==> src/rtl/edge_period_meter.sv <==
// Measures the period and high time of a slow external square wave in fabric clock
// cycles, publishing one measurement per input period with a single-cycle valid pulse.
module edge_period_meter #(
    parameter int CNT_W       = 25,
    parameter int SYNC_STAGES = 2
) (
    input  logic             clk,
    input  logic             rst,
    input  logic             sig_in,
    output logic [CNT_W-1:0] period,
    output logic [CNT_W-1:0] high_time,
    output logic             period_valid,
    output logic             timeout
);

    typedef enum logic [1:0] {
        IDLE,
        MEASURE,
        TIMEOUT
    } state_e;

    localparam logic [CNT_W-1:0] CNT_MAX = '1;
    localparam logic [CNT_W-1:0] CNT_ONE = CNT_W'(1);

    state_e                 state_q, state_d;
    logic [SYNC_STAGES-1:0] sync_q, sync_d;
    logic                   prev_q, prev_d;
    logic [CNT_W-1:0]       cnt_q, cnt_d;
    logic [CNT_W-1:0]       hi_pend_q, hi_pend_d;
    logic [CNT_W-1:0]       period_q, period_d;
    logic [CNT_W-1:0]       high_time_q, high_time_d;
    logic                   period_valid_q, period_valid_d;
    logic                   timeout_q, timeout_d;

    logic s;
    logic rise;
    logic fall;

    assign s    = sync_q[SYNC_STAGES-1];
    assign rise = s & ~prev_q;
    assign fall = ~s & prev_q;

    // NOTE: every _d gets a default before the case so no path leaves it unassigned and no latch is inferred.
    always_comb begin
        sync_d         = {sync_q[SYNC_STAGES-2:0], sig_in};
        prev_d         = s;
        cnt_d          = rise ? CNT_ONE : ((cnt_q == CNT_MAX) ? CNT_MAX : cnt_q + CNT_ONE);
        state_d        = state_q;
        hi_pend_d      = hi_pend_q;
        period_d       = period_q;
        high_time_d    = high_time_q;
        period_valid_d = 1'b0;
        timeout_d      = timeout_q;

        case (state_q)
            IDLE: begin
                if (rise) begin
                    state_d = MEASURE;
                end
            end
            MEASURE: begin
                if (fall) begin
                    hi_pend_d = cnt_q;
                end
                // A rise landing on the saturated count still publishes MAX rather than timing out.
                if (rise) begin
                    period_d       = cnt_q;
                    high_time_d    = hi_pend_q;
                    period_valid_d = 1'b1;
                end else if (cnt_q == CNT_MAX) begin
                    state_d   = TIMEOUT;
                    timeout_d = 1'b1;
                end
            end
            TIMEOUT: begin
                if (rise) begin
                    state_d   = MEASURE;
                    timeout_d = 1'b0;
                end
            end
            default: begin
                state_d = IDLE;
            end
        endcase
    end

    // NOTE: non-blocking assignments so every flop updates from the same pre-edge values.
    always_ff @(posedge clk) begin
        if (rst) begin
            state_q        <= IDLE;
            sync_q         <= '0;
            prev_q         <= 1'b0;
            cnt_q          <= '0;
            hi_pend_q      <= '0;
            period_q       <= '0;
            high_time_q    <= '0;
            period_valid_q <= 1'b0;
            timeout_q      <= 1'b0;
        end else begin
            state_q        <= state_d;
            sync_q         <= sync_d;
            prev_q         <= prev_d;
            cnt_q          <= cnt_d;
            hi_pend_q      <= hi_pend_d;
            period_q       <= period_d;
            high_time_q    <= high_time_d;
            period_valid_q <= period_valid_d;
            timeout_q      <= timeout_d;
        end
    end

    assign period       = period_q;
    assign high_time    = high_time_q;
    assign period_valid = period_valid_q;
    assign timeout      = timeout_q;

endmodule

==> config.mk <==
export PLATFORM = sky130hd
export DESIGN_NAME = edge_period_meter
export DESIGN_NICKNAME = d
export VERILOG_FILES = /design/src/rtl/edge_period_meter.sv
export SDC_FILE = /design/constraint.sdc
export NUM_CORES = 1
export LEC_CHECK = 0
export ABC_AREA = 0
export CAP_MARGIN = 20
export CORE_MARGIN = 2
export CORE_UTILIZATION = 40
export CTS_CLUSTER_DIAMETER = 60
export CTS_CLUSTER_SIZE = 10
export DETAILED_ROUTE_END_ITERATION = 10
export GPL_TIMING_DRIVEN = 0
export PLACE_DENSITY = 0.68
export SLEW_MARGIN = 30
export SYNTH_ARGS = -nofsm -noshare
export SYNTH_HDL_FRONTEND = slang
export SYNTH_SLANG_ARGS = --single-unit
export TNS_END_PERCENT = 10
==> constraint.sdc <==
create_clock -name clk -period 2.09 [get_ports clk]
set_input_delay 0.418 -clock clk [delete_from_list [all_inputs] [get_ports clk]]
set_output_delay 0.418 -clock clk [all_outputs]
set_load 0.01 [all_outputs]
# Yosys cells after proc, flatten, opt, wreduce, memory -nomap -nowiden
# Index checks and enable logic that the tools add are counted.
# classes
eq_ne,7
muxes,11
bitwise,5
n_addsub,1
n_reduce_logical,9
# op_table
operator,count
adder 25 x 1 -> 25 bit (second input constant),1
== test 25 bit (second input constant),1
two-way mux 25 bit,1
two-way mux 2 bit,3
!= test 2 bit (second input constant),3
OR reduction 2 bit,3
two-way mux 1 bit,5
case mux 2 bit (2 select lines),1
AND reduction 2 bit,2
AND reduction 4 bit,1
inverter 1 bit,3
AND reduction 3 bit,1
AND 1 bit,2
== test 2 x 1 -> 1 bit (second input constant),1
== test 2 bit (second input constant),1
logical NOT 2 bit,1
!= test 2 x 1 -> 1 bit (second input constant),1
case mux 1 bit (2 select lines),1
nonzero test 2 bit,1
# totals
regBits,107

# Depth between registers and ports, before layout
# Gate-level depths: netlist of the first run.
# logic_depth
depth_word,4
ltp_mapped,7
ltp_nobuf,5

# Least setup slack after synthesis of the first run
# Ideal clock, no wire load.
# synth_path
kind,register -> register
start,reg cnt_q[0]
end,reg cnt_q[10]
period_less_slack_ns,1.665
stages_incl_launch_ff,7
setup_slack_ns,0.425
setup_ns,0.070
n_path_buf,1
required_time_ns,2.020
t_arrival_ns,1.594
cell_sequence,dfxtp_1 > ha_1 > nand4_1 > nor4_4 > nand2_2 > buf_2 > a21oi_1
# synth_between
elab_chain_cells,2
word_cells_on_any_way,3
# synth_rtl
item,line_no,rtl
"start, declared",28,"logic [CNT_W-1:0] cnt_q, cnt_d;"
"start signal, assigned",103,cnt_q <= cnt_d;
adder 25 x 1 -> 25 bit or == test 25 bit (tied branches),47,cnt_d = rise ? CNT_ONE : ((cnt_q == CNT_MAX) ? CNT_MAX : cnt_q + CNT_ONE);
two-way mux 25 bit *,47,
# Every way passes the cells marked *; elsewhere a longest branch is shown, timed or not.
# A chain may end at the register's enable or synchronous reset.

# Final worst setup path of the first run
# Same ends and word-level chain as after synthesis.

==> flow_metrics.tcl, run 1 <==
set metrics [dict create \
    post_dp_cell_area_um2 4812 \
    post_drt_wl_per_cell_um 14.03 \
    synth_seq_area_share_pct 52.18 \
    hpwl_mm 7.233 \
    die_height_um 105.3 \
    setup_viol 0 \
    cp_max_fo 10 \
    netSwitchingFraction_pct 23.48 \
    worst_ep_arrival_time_ns 2.16 \
    postSynthNetCount 506 \
    synthDominantAreaCellType "dfxtp_1" \
    first_pass_iters 5 \
    path_cells "ha_1 > nand4_1 > nor4_4 > nand2_2 > buf_2 > a21oi_1" \
    ir_worst_vdd_mv 0.3258 \
    timing.setup.critical_path_class "flop to flop" \
    unrepaired_setup_endpoints_after_global_routing "no" \
    worstPathRequired_ns 2.39 \
    fmaxAchievable_mhz 538.8 \
    cpMaxStageDelayCell "dfxtp_2" \
    synthToLayoutAreaGrowth_pct 22.40 \
    ant_nets 0 \
    die_area_um2 11090 \
    cp-start-kind "flop" \
    port_buffers 54 \
    grt_first_pass_wirelength_mm 16.97 \
    postSynthAreaPerCell_um2 8.178 \
    netlist_area_um2 4105 \
    cts_sinks 107 \
    core_area_um2 9864 \
    remaining_drc_errors 0 \
    area_of_all_placed_cells_without_fillers_um2 5025 \
    netlist_top_cells_area "dfxtp_1 52%, nand2_1 15%, a21oi_1 11%" \
    clk_path_buf_depth 2 \
    antenna_violations_before_repair 0 \
    largest_net_degree_at_the_start_of_global_routing 19 \
    cts.reportedPaths.clkPinSlew_ns 0.10 \
    placedCellCount 689 \
    crit_buf_inv 1 \
    via_count 3623 \
    cts.htree.levels 3 \
    cts_inserted_buffers 9 \
    floorplan.rows 36 \
    status "finished clean" \
    maxCapViolations 0 \
    clkPwrFrac_pct 37.8 \
    synth-warning-count 0 \
    p_comb_share_pct 2.4 \
    number_of_global_route_vias_before_repair 3431 \
    num-fill-cells 936 \
    internal_power_summed_over_all_cells_mw 2.635 \
    layout-drive-gt1-share_pct 8.202 \
    finalCriticalPeriod_ns 1.856 \
    initial_utilization_pct 41.62 \
    drtIter0Drc 237 \
    grt-ovfl-total 0 \
    layout.cells.most_common "nand2_1" \
    power.leakage_nw 1.605 \
    relSlewSlack_pct 62.61 \
    fin_worst_skew_ns 0.006501 \
    setup.worst_path.end_class "flop" \
    cts_tree "done" \
    total_power_mw 3.443 \
    worst_max_slew_pin_slew_ns 0.5608 \
    min-delay-path-class "flop to flop" \
    drv_slew 0 \
    switching_power_mw 0.8084 \
    route.final.wire_length_mm 9.906 \
    clock_insertion_delay_worst_skew_ns 0.37 \
    finalNonFillerCells 706 \
    yosys.area.top_type_share_pct 52.18 \
    postSynth.asyncResetShare_pct 0 \
    yosys_register_bits 107 \
    cell_count_after_synthesis 502 \
    worst_path_largest_cell_delay_ns 0.42 \
    final.period_utilization_pct 88.81 \
    boundaryPins 55 \
    share_seq_of_total_power_pct 59.8 \
    dominantRegCellSynth "dfxtp_1" \
    global_route.usage.total_pct 18.66 \
    layout_common_cells "162 x nand2_1, 105 x dfxtp_1, 93 x a21oi_1" \
    final_net_count 572 \
    cp_delay_by_family_top "simple AND/OR/NAND/NOR gates" \
    synth_cell_type_count 46 \
    antennaDiodeCount 0 \
    clockRootBuffer "clkbuf_8" \
    synth_enable_flop_cells 0 \
    power_density_nw_per_um2 685.2 \
    die_w_um 105.3 \
    gpl.final_weighted_congestion 0.8837 \
    vias_per_cell 5.132 \
    hold_violations 0 \
]
final cells by class:
type	instances	area (um^2)	share of cell area, %
buffer	38	166.4	3.312
clock buffer	9	123.9	2.465
clock inverter	7	76.32	1.519
inverter	5	18.77	0.3735
multi-input combinational	352	1780	35.43
sequential	107	2145	42.68
tap	133	166.4	3.312
timing repair buffer	55	548.0	10.91
worst min-delay path, cell delays in order, from the launching register on:
cell     delay, ns
dfxtp_1       0.32
nand2_1       0.05
a21oi_1       0.05
worst paths after layout:
check                           slack [ns]          start  depth (start not counted)       endpoint
worst max-delay path                  0.23       cnt_q[0]                          6      cnt_q[10]
worst min-delay path                  0.46  high_time[15]                          2  high_time[15]
worst max register to register        0.23       cnt_q[0]                          6      cnt_q[10]
worst min register to register        0.46  high_time[15]                          2  high_time[15]
kinds of logic after synthesis:
logic type	share of synthesized area, %
buffers and inverters	4.511
adder cells (fa/ha/maj)	0.3047
flip-flops	52.18
AO/OA/AOI/OAI	15.42
AND/OR/NAND/NOR	25.24
XOR/XNOR	2.347
what timing repair did:
item                                    in CTS  in global routing
hold buffers                                 0                  0
resized for setup                            0                  3
endpoints found under the setup margin       0                 13
buffers inserted                             0                  1
per-stage QoR:
step | worst slack, ns | utilization (%) | hold slack, ns | TNS, ns
finish | 0.2339 | 50.94 | 0.4592 | 0
global route | 0.06891 | 50.94 | 0.4779 | 0
CTS | 0.02013 | 50.81 | 0.4592 | 0
detailed placement | -0.003332 | 48.78 | 0.4447 | -0.003332
global placement | 0.03138 | 48.78 | 0.4276 | 0
floorplan | 0.4253 | - | 0.4138 | 0
cells in the mapped netlist (3+ instances only):
library cell and n:
xnor2_1 9, a311oi_1 3, and3_1 3, clkbuf_1 21, a31oi_1 8, inv_1 5
buf_2 15, nand2b_1 3, a21oi_1 93, nor3_1 8, nor2_1 5, nor4_1 5
dfxtp_1 107, nand3_1 8, nor2b_1 7, nand2_1 162, o31ai_1 3, nand4_1 3
state kept, by name (all words and copies together) (netlist names):
name	cells
cnt_q	25
hi_pend_q	25
high_time	25
period	25
state_q	2
sync_q	2
period_valid	1
prev_q	1
timeout	1
power by group through the flow:
stage	clock network, mW	registers, mW	logic, mW
floorplan	0	2.10	0.0557
global placement	0	2.10	0.0810
detailed placement	0	2.10	0.0837
CTS	1.32	2.06	0.0841
global route	1.41	2.06	0.0919
finish	1.30	2.06	0.0839
layer usage:
layer  global-route usage, %  routed length [um]
met1                   26.24                4758
met2                   29.72                4551
met3                   2.968                 484
met4                   5.048                 112
met5                       0                   0
No activity file was read; power rests on OpenSTA's default activity.
==> inputs of run 2 (changes only) <==
--- a/config.mk
+++ b/config.mk
@@ -9,11 +9,9 @@
 export CAP_MARGIN = 20
 export CORE_MARGIN = 2
 export CORE_UTILIZATION = 40
-export CTS_CLUSTER_DIAMETER = 60
 export CTS_CLUSTER_SIZE = 10
 export DETAILED_ROUTE_END_ITERATION = 10
 export GPL_TIMING_DRIVEN = 0
-export PLACE_DENSITY = 0.68
 export SLEW_MARGIN = 30
 export SYNTH_ARGS = -nofsm -noshare
 export SYNTH_HDL_FRONTEND = slang
==> flow_metrics.tcl, run 2 (synthesized netlist as in run 1, its figures left out) <==
set metrics [dict create \
    status "finished clean" \
    port_buffers 54 \
    share_seq_of_total_power_pct 57.6 \
    fmaxAchievable_mhz 510.3 \
    remaining_drc_errors 0 \
    power_density_nw_per_um2 707.9 \
    fin_worst_skew_ns 0.01489 \
    post_cts_hold_buffer_count 0 \
    cts.reportedPaths.clkPinSlew_ns 0.11 \
    clockRootBuffer "clkbuf_8" \
    path_cells "ha_1 > nand2_1 > nor3_1 > or3b_1 > a31oi_1" \
    drv_slew 0 \
    initial_utilization_pct 41.62 \
    antennaDiodeCount 0 \
    post_drt_wl_per_cell_um 14.27 \
    min-delay-path-class "flop to flop" \
    unrepaired_setup_endpoints_after_global_routing "no" \
    cts_tree "done" \
    internal_power_summed_over_all_cells_mw 2.759 \
    num-fill-cells 981 \
    placedCellCount 689 \
    cpMaxStageDelayCell "dfxtp_1" \
    netSwitchingFraction_pct 22.75 \
    cts.htree.levels 3 \
    ir_worst_vdd_mv 0.3142 \
    finalNonFillerCells 706 \
    global_route.usage.total_pct 19.08 \
    grt-ovfl-total 0 \
    cts_inserted_buffers 9 \
    via_count 3532 \
    grt_first_pass_wirelength_mm 16.87 \
    placement.setup.worst_slack_ns 0.02082 \
    number_of_global_route_vias_before_repair 3377 \
    power.leakage_nw 1.612 \
    core_area_um2 9864 \
    die_area_um2 11090 \
    relSlewSlack_pct 59.86 \
    antenna_violations_before_repair 0 \
    worst_max_slew_pin_slew_ns 0.6021 \
    final.period_utilization_pct 93.77 \
    cp_max_fo 7 \
    largest_net_degree_at_the_start_of_global_routing 19 \
    layout_common_cells "162 x nand2_1, 107 x dfxtp_1, 93 x a21oi_1" \
    ant_nets 0 \
    worst_ep_arrival_time_ns 2.26 \
    die_height_um 105.3 \
    setup_viol 0 \
    die_w_um 105.3 \
    boundaryPins 55 \
    gpl.final_weighted_congestion 0.8646 \
    clock_insertion_delay_worst_skew_ns 0.38 \
    drtIter0Drc 145 \
    switching_power_mw 0.8127 \
    worst_path_largest_cell_delay_ns 0.52 \
    clk_path_buf_depth 2 \
    p_comb_share_pct 2.3 \
    floorplan.rows 36 \
    layout-drive-gt1-share_pct 7.679 \
    timing.setup.critical_path_class "flop to flop" \
    vias_per_cell 5.003 \
    finalCriticalPeriod_ns 1.960 \
    setup.worst_path.end_class "flop" \
    cts_sinks 107 \
    hpwl_mm 7.281 \
    final_net_count 572 \
    first_pass_iters 4 \
    worstPathRequired_ns 2.39 \
    clkPwrFrac_pct 40.0 \
    hold_violations 0 \
    cp-start-kind "flop" \
    synthToLayoutAreaGrowth_pct 22.92 \
    route.final.wire_length_mm 10.07 \
    setup_ws_ns 0.1302 \
    layout.cells.most_common "nand2_1" \
    maxCapViolations 0 \
]
==> run 2: stage by stage <==
stage | power, mW | hold WS, ns | util (%) | setup TNS (ns) | area, um^2
2_1_floorplan | 2.155 | 0.4138 | - | 0 | 4105
3_3_place_gp | 2.188 | 0.4212 | 48.78 | -0.009073 | 4812
4_1_cts | 3.603 | 0.4555 | 51.05 | 0 | 5036
6_report | 3.572 | 0.4512 | 51.15 | 0 | 5046
5_1_grt | 3.697 | 0.4620 | 51.15 | 0 | 5046
3_5_place_dp | 2.189 | 0.4440 | 48.78 | 0 | 4812
==> run 2: layout make-up <==
cell class	instances	area (um^2)	share of cell area, %
sequential	107	2142	42.45
multi-input combinational	352	1780	35.28
timing repair buffer	55	548.0	10.86
buffer	38	166.4	3.298
tap	133	166.4	3.298
clock buffer	10	127.6	2.529
clock inverter	6	96.34	1.909
inverter	5	18.77	0.3719
==> run 2: power groups by stage <==
stage,Combinational (mW),Clock (mW),Sequential (mW)
finish,0.0839,1.43,2.06
global route,0.0953,1.54,2.06
CTS,0.0846,1.46,2.06
detailed placement,0.0844,0,2.10
global placement,0.0832,0,2.10
floorplan,0.0557,0,2.10
==> run 2: worst paths after layout <==
check	slack [ns]	start	end	cells after the start
setup / recovery	0.13	cnt_q[0]	cnt_q[14]	5
hold / removal	0.45	hi_pend_q[5]	high_time[5]	2
setup reg to reg	0.13	cnt_q[0]	cnt_q[14]	5
hold reg to reg	0.45	hi_pend_q[5]	high_time[5]	2
==> run 2: worst max-delay path: cells and delay by family, from the launching register on <==
kind	cells	cell delay, ns
adder cells (fa/ha/maj)	1	0.30
flip-flops	1	0.52
AO/OA/AOI/OAI	1	0.15
AND/OR/NAND/NOR	3	0.91
==> run 2: timing repair <==
item                       4_1_cts  5_1_grt
setup endpoints to repair        0       11
setup buffers                    0        1
gates resized for setup          0        1
==> run 2: metal layers <==
layer,track usage (%),up-vias,wire (um)
li1,-,1826,-
met1,26.68,1618,4813
met2,29.77,80,4586
met3,2.721,8,570
met4,7.238,0,100
met5,0,-,0
